<file path="config.mk">
export PLATFORM = sky130hd
export DESIGN_NAME = fetch_queue
export DESIGN_NICKNAME = d
export VERILOG_FILES = /design/src/rtl/fetch_queue.sv
export SDC_FILE = /design/constraint.sdc
export NUM_CORES = 1
export LEC_CHECK = 0
export CORE_AREA = 2 2 188 190
export CTS_CLUSTER_SIZE = 8
export DETAILED_ROUTE_END_ITERATION = 8
export DIE_AREA = 0 0 190 192
export MAX_ROUTING_LAYER = met4
export PLACE_DENSITY = 0.73
export SETUP_SLACK_MARGIN = 0.02
export SYNTH_ARGS = -nofsm -noshare
export SYNTH_HDL_FRONTEND = slang
export SYNTH_SLANG_ARGS = --single-unit
</file>
<file path="constraint.sdc">
create_clock -name clk -period 17.25 [get_ports clk]
set_input_delay 3.45 -clock clk [delete_from_list [all_inputs] [get_ports clk]]
set_output_delay 3.45 -clock clk [all_outputs]
set_load 0.02 [all_outputs]
</file>
<file path="src/rtl/fetch_queue.sv">
// fetch_queue: instruction-fetch stage between the PC stage and decode.
//
// Issues in-order fetch requests for the current pc, keeps up to DEPTH
// fetched instructions together with their pc/pcplus4, and hands them to
// decode in program order. On a flush all queued entries are discarded and
// responses still owed by memory are counted so they can be dropped on
// arrival.
//
// Ports:
//   clk            clock, all state on the rising edge
//   rst            asynchronous active-low reset
//   pc, pcplus4    current pc and pc+4 from the PC stage
//   flush          control-flow redirect, discards queued and in-flight fetches
//   pc_advance     PC stage loads next_pc this cycle (request accepted)
//   imem_req_*     fetch request handshake, imem_addr = pc
//   imem_rsp_*     in-order fetch responses (no backpressure)
//   dec_*          head instruction to decode, valid/ready handshake
//   count          allocated entries (alloc - head)
//   rsp_error      sticky flag: a response arrived with nothing owed
module fetch_queue #(
    parameter int ADDRESS_WIDTH = 32,
    parameter int DATA_WIDTH    = 32,
    parameter int DEPTH         = 4
) (
    input  logic                     clk,
    input  logic                     rst,
    input  logic [ADDRESS_WIDTH-1:0] pc,
    input  logic [ADDRESS_WIDTH-1:0] pcplus4,
    input  logic                     flush,
    output logic                     pc_advance,
    output logic                     imem_req_valid,
    input  logic                     imem_req_ready,
    output logic [ADDRESS_WIDTH-1:0] imem_addr,
    input  logic                     imem_rsp_valid,
    input  logic [DATA_WIDTH-1:0]    imem_rsp_data,
    output logic                     dec_valid,
    input  logic                     dec_ready,
    output logic [DATA_WIDTH-1:0]    dec_instr,
    output logic [ADDRESS_WIDTH-1:0] dec_pc,
    output logic [ADDRESS_WIDTH-1:0] dec_pcplus4,
    output logic [$clog2(DEPTH):0]   count,
    output logic                     rsp_error
);

    localparam int PW = $clog2(DEPTH);
    localparam logic [PW+1:0] DEPTH_W = (PW+2)'(DEPTH);

    // Pointers carry one extra wrap bit so full and empty are distinguishable.
    logic [PW:0]              r_alloc;
    logic [PW:0]              r_fill;
    logic [PW:0]              r_head;
    logic [PW:0]              r_drop_cnt;
    logic [DEPTH-1:0]         r_filled;
    logic                     r_rsp_error;

    logic [ADDRESS_WIDTH-1:0] r_pc_mem    [DEPTH];
    logic [ADDRESS_WIDTH-1:0] r_pcp4_mem  [DEPTH];
    logic [DATA_WIDTH-1:0]    r_instr_mem [DEPTH];

    logic [PW-1:0]            w_alloc_idx;
    logic [PW-1:0]            w_fill_idx;
    logic [PW-1:0]            w_head_idx;
    logic [PW:0]              w_count;
    logic [PW:0]              w_outstanding;
    logic [PW+1:0]            w_occupancy;
    logic                     w_space;
    logic                     w_req_valid;
    logic                     w_fire;
    logic                     w_dec_valid;
    logic                     w_pop;
    logic                     w_drop_pending;
    logic                     w_rsp_drop;
    logic                     w_rsp_fill;
    logic                     w_rsp_stray;
    logic                     w_rsp_used;
    logic [DEPTH-1:0]         w_filled_next;

    assign w_alloc_idx   = r_alloc[PW-1:0];
    assign w_fill_idx    = r_fill[PW-1:0];
    assign w_head_idx    = r_head[PW-1:0];

    assign w_count       = r_alloc - r_head;
    assign w_outstanding = r_alloc - r_fill;

    // Space accounts for entries owed to a flushed stream as well, so the
    // in-order response stream can never outrun the storage.
    assign w_occupancy   = {1'b0, w_count} + {1'b0, r_drop_cnt};
    assign w_space       = (w_occupancy < DEPTH_W);

    // Gated by rst so the request is withdrawn the moment reset asserts.
    assign w_req_valid   = rst && !flush && w_space;
    assign w_fire        = w_req_valid && imem_req_ready;

    assign w_dec_valid   = r_filled[w_head_idx];
    assign w_pop         = w_dec_valid && dec_ready && !flush;

    assign w_drop_pending = (r_drop_cnt != '0);
    assign w_rsp_drop    = imem_rsp_valid && w_drop_pending;
    assign w_rsp_fill    = imem_rsp_valid && !w_drop_pending && (r_fill != r_alloc);
    assign w_rsp_stray   = imem_rsp_valid && !w_drop_pending && (r_fill == r_alloc);
    assign w_rsp_used    = w_rsp_drop || w_rsp_fill;

    // Fire, pop and fill never target the same entry in one cycle: fire
    // needs a free slot, pop needs a filled head, fill needs an unfilled one.
    always_comb begin
        w_filled_next = r_filled;
        if (w_fire) begin
            w_filled_next[w_alloc_idx] = 1'b0;
        end
        if (w_pop) begin
            w_filled_next[w_head_idx] = 1'b0;
        end
        if (w_rsp_fill) begin
            w_filled_next[w_fill_idx] = 1'b1;
        end
    end

    always_ff @(posedge clk or negedge rst) begin
        if (!rst) begin
            r_alloc     <= '0;
            r_fill      <= '0;
            r_head      <= '0;
            r_drop_cnt  <= '0;
            r_filled    <= '0;
            r_rsp_error <= 1'b0;
        end else begin
            if (w_rsp_stray) begin
                r_rsp_error <= 1'b1;
            end
            if (flush) begin
                r_alloc    <= '0;
                r_fill     <= '0;
                r_head     <= '0;
                r_filled   <= '0;
                // Every request still owed becomes a drop, except one that
                // is being answered (dropped or filled) right now.
                r_drop_cnt <= r_drop_cnt + w_outstanding - (PW+1)'(w_rsp_used);
            end else begin
                if (w_fire) begin
                    r_alloc <= r_alloc + 1'b1;
                end
                if (w_rsp_fill) begin
                    r_fill <= r_fill + 1'b1;
                end
                if (w_pop) begin
                    r_head <= r_head + 1'b1;
                end
                if (w_rsp_drop) begin
                    r_drop_cnt <= r_drop_cnt - 1'b1;
                end
                r_filled <= w_filled_next;
            end
        end
    end

    // Payload storage carries no reset; the filled flags qualify it.
    always_ff @(posedge clk) begin
        if (w_fire) begin
            r_pc_mem[w_alloc_idx]   <= pc;
            r_pcp4_mem[w_alloc_idx] <= pcplus4;
        end
        if (w_rsp_fill && !flush) begin
            r_instr_mem[w_fill_idx] <= imem_rsp_data;
        end
    end

    assign imem_req_valid = w_req_valid;
    assign imem_addr      = pc;
    assign pc_advance     = w_fire;
    assign dec_valid      = w_dec_valid;
    assign dec_instr      = r_instr_mem[w_head_idx];
    assign dec_pc         = r_pc_mem[w_head_idx];
    assign dec_pcplus4    = r_pcp4_mem[w_head_idx];
    assign count          = w_count;
    assign rsp_error      = r_rsp_error;

endmodule
</file>
==> results.json <==
{
  "floorplan.initialDensity_pct": 44.9,
  "crit_path_frequent_cell": "clkdlybuf4s50_1",
  "synth_area_per_cell_sq_um": 23.2,
  "chipHeight_um": 192,
  "endpoint_kind": "output pin",
  "areaGrowthSynthToFinish_pct": 27.5,
  "synthFlopType": "edfxtp_1",
  "reg2reg_to": "r_pc_mem[0][15]",
  "yosysWarnings": 0,
  "worstSetupStartpoint": "rst",
  "clk_transition_reported_paths_ns": 0.05,
  "timing.reg2reg.setup_slack_ns": 12.38,
  "gp_congestion": 0.754,
  "max_cap_violations": 0,
  "post_synth_num_cell_types": 37,
  "floorplan.die_area_sq_um": 36500,
  "fmax_ghz": 0.104,
  "worstSkewPairLatency_ns": 0.58,
  "setup_viol": 0,
  "mostFrequentLayoutCell": "edfxtp_1",
  "total_power_mw": 2.20,
  "min_period_over_period_pct": 55.7,
  "final_core_util_pct": 57.3,
  "place_hpwl_um": 17900,
  "worst_path_dominant_cell_family": "buffers and inverters",
  "finalWorstPathRequiredPeriod_ns": 9.61,
  "final_layout_size_suffix_gt1_share_pct": 19.3,
  "postSynthRegisterBits": 401,
  "buffer_ports.inserted": 236,
  "cts_resized": 0,
  "cts_inserted_buffers": 56,
  "max_slew.worst_pin.slew_ns": 0.983,
  "series_of_cell_instances_along_the_critical_path": "clkdlybuf4s50_1 > or4b_4 > nor4b_4 > clkdlybuf4s50_1",
  "timing.hold.worst.class": "flop to flop",
  "peakVddDrop_v": 0.0000879,
  "sinks_on_clock_net": 401,
  "dr.pass1.iters": 4,
  "max-slew-margin-rel_pct": 34.4,
  "timing_hold_violations_final": 0,
  "holdBufCountCts": 0,
  "worst_clock_skew_ns": 0.0121,
  "final_cell_mix": "edfxtp_1, clkdlybuf4s50_1, mux4_2",
  "post_cts_buffers": 0,
  "detailedRoute.firstIterationViolations": 432,
  "synth.cell_area_sq_um": 15400,
  "worst_ep_arrival_time_ns": 6.16,
  "tritoncts": "built",
  "routed_via_density": 5.18,
  "status": "completed",
  "grt_start_max_net_pins": 65,
  "share_of_synthesized_registers_carrying_an_async_set_or_reset_pct": 4.24,
  "overflow": 0,
  "powerDensity_nw_per_um2": 112,
  "cts-root-to-sink-buffers": 3,
  "final_max_slew_viol_count": 0,
  "setup_repair_after_global_routing_missed_its_margin": "false",
  "reg2regPathDepth": 10,
  "grt_pass1_wl_um": 46300,
  "placeableCoreArea_sq_um": 34300,
  "synthCells": 665,
  "antenna_found_initial": 0,
  "routed-via-count": 7221,
  "grt_pass1_vias": 8003,
  "rr_startpoint": "r_head[1]",
  "drt_drc_violations_left": 0,
  "power.leakage_nw": 6.30,
  "floorplan.io_pins": 237,
  "clock_root_cell": "clkbuf_16",
  "cts_max_level": 2,
  "grtUsageTotal_pct": 17.4,
  "nNetsFinal": 1040,
  "critical-path-max-stage-delay_ns": 1.00,
  "fin_tns_setup_ns": 0,
  "share_of_the_yosys_chip_area_belonging_to_registers_pct": 77.7,
  "finalWirelength_um": 30300,
  "cp_launch_type": "input port",
  "synth_edf_count": 384,
  "timing.critical_path.to": "pc_advance",
  "placement_rows": 68,
  "routed_wire_length_per_instance_um": 21.7,
  "timing.critical_path.required_ns": 13.80,
  "path_buf_inv": 2,
  "synthesis.nets": 790,
  "crit_cells": 4,
  "finalHoldWorstSlack_ns": 0.529,
  "die_x_um": 190,
  "path_max_fanout": 18,
  "number_of_nets_with_antenna_violations_after_routing": 0,
  "critical_path.slowest_cell": "clkdlybuf4s50_1",
  "timing_worst_setup_path_type": "input port to output pin"
}
==> Yosys cell counts, types with 2 or more instances <==
master / n / area share (%)
ha_1: 18 / 1.5
xnor2_1: 9 / 0.51
a31oi_1: 2 / 0.081
fa_1: 5 / 0.65
a21oi_1: 7 / 0.23
dfrtp_1: 17 / 2.8
nor2_1: 8 / 0.20
nand3_1: 3 / 0.097
a21o_1: 2 / 0.097
buf_2: 13 / 0.42
mux2i_1: 3 / 0.20
a22o_1: 2 / 0.11
clkbuf_1: 7 / 0.17
edfxtp_1: 384 / 75
buf_1: 4 / 0.097
and2_1: 5 / 0.20
inv_1: 15 / 0.37
mux2_2: 2 / 0.15
xor2_1: 4 / 0.23
nand3b_1: 3 / 0.15
buf_4: 32 / 1.6
mux4_2: 97 / 14
nand2_1: 5 / 0.12
nand2b_1: 5 / 0.20
==> metrics by stage <==
step / cells / worst slack [ns] / area [sq um]
2_1_floorplan: 665 / 9.09 / 15400
4_1_cts: 1393 / 7.56 / 19600
6_report: 1394 / 7.64 / 19600
5_1_grt: 1393 / 7.44 / 19600
3_3_place_gp: 1312 / 7.62 / 18100
3_5_place_dp: 1312 / 7.56 / 18100
==> cell families after synthesis <==
family,synth area share (%)
compound gates,0.837
xor+xnor,0.740
fa+ha+maj,2.11
buf+inv,2.62
flops,77.7
mux,14.5
simple gates,1.50
==> final cells by class <==
| class | instances | area (sq um) |
|---|---|---|
| Antenna cell | 1 | 2.50 |
| Clock buffer | 77 | 1480 |
| Clock inverter | 4 | 57.6 |
| Fill cell | 2485 | 14700 |
| Inverter | 15 | 58.8 |
| Multi-Input combinational cell | 193 | 3050 |
| Sequential cell | 401 | 12000 |
| Tap cell | 455 | 569 |
| Timing Repair Buffer | 248 | 2450 |
==> sequential cells by signal, summed over array words and instances (netlist names) <==
signal and cells:
rsp_error 1, r_alloc 3, r_pcp4_mem 128, r_fill 3, r_pc_mem 128, r_head 3, r_filled 4, r_instr_mem 128
r_drop_cnt 3
==> worst min path at each step <==
stage / start / slack, ns / end / depth (start not counted)
2_1_floorplan: r_drop_cnt[2] / 0.47 / r_drop_cnt[2] / 1
3_3_place_gp: rsp_error / 0.49 / rsp_error / 1
3_5_place_dp: r_drop_cnt[2] / 0.52 / r_drop_cnt[2] / 1
4_1_cts: r_drop_cnt[2] / 0.53 / r_drop_cnt[2] / 1
5_1_grt: rsp_error / 0.54 / rsp_error / 1
6_report: r_drop_cnt[2] / 0.53 / r_drop_cnt[2] / 1
==> power breakdown <==
group	switching (mW)	total, mW	internal, mW
clock network	0.372	0.958	0.586
logic	0.0763	0.151	0.0752
registers	0.00796	1.09	1.09
total	0.456	2.20	1.75
==> routing by layer <==
layer	track usage (%)	part of all wire, %	vias to the layer above	wire length (um)
met3	6.01	8.4	37	2540
met1	21.5	42	3734	12700
li1	-	-	3216	-
met2	27.5	48	234	14600
met4	5.07	1.5	0	451
met5	-	0	-	0
(Power assumes the default switching activity.)
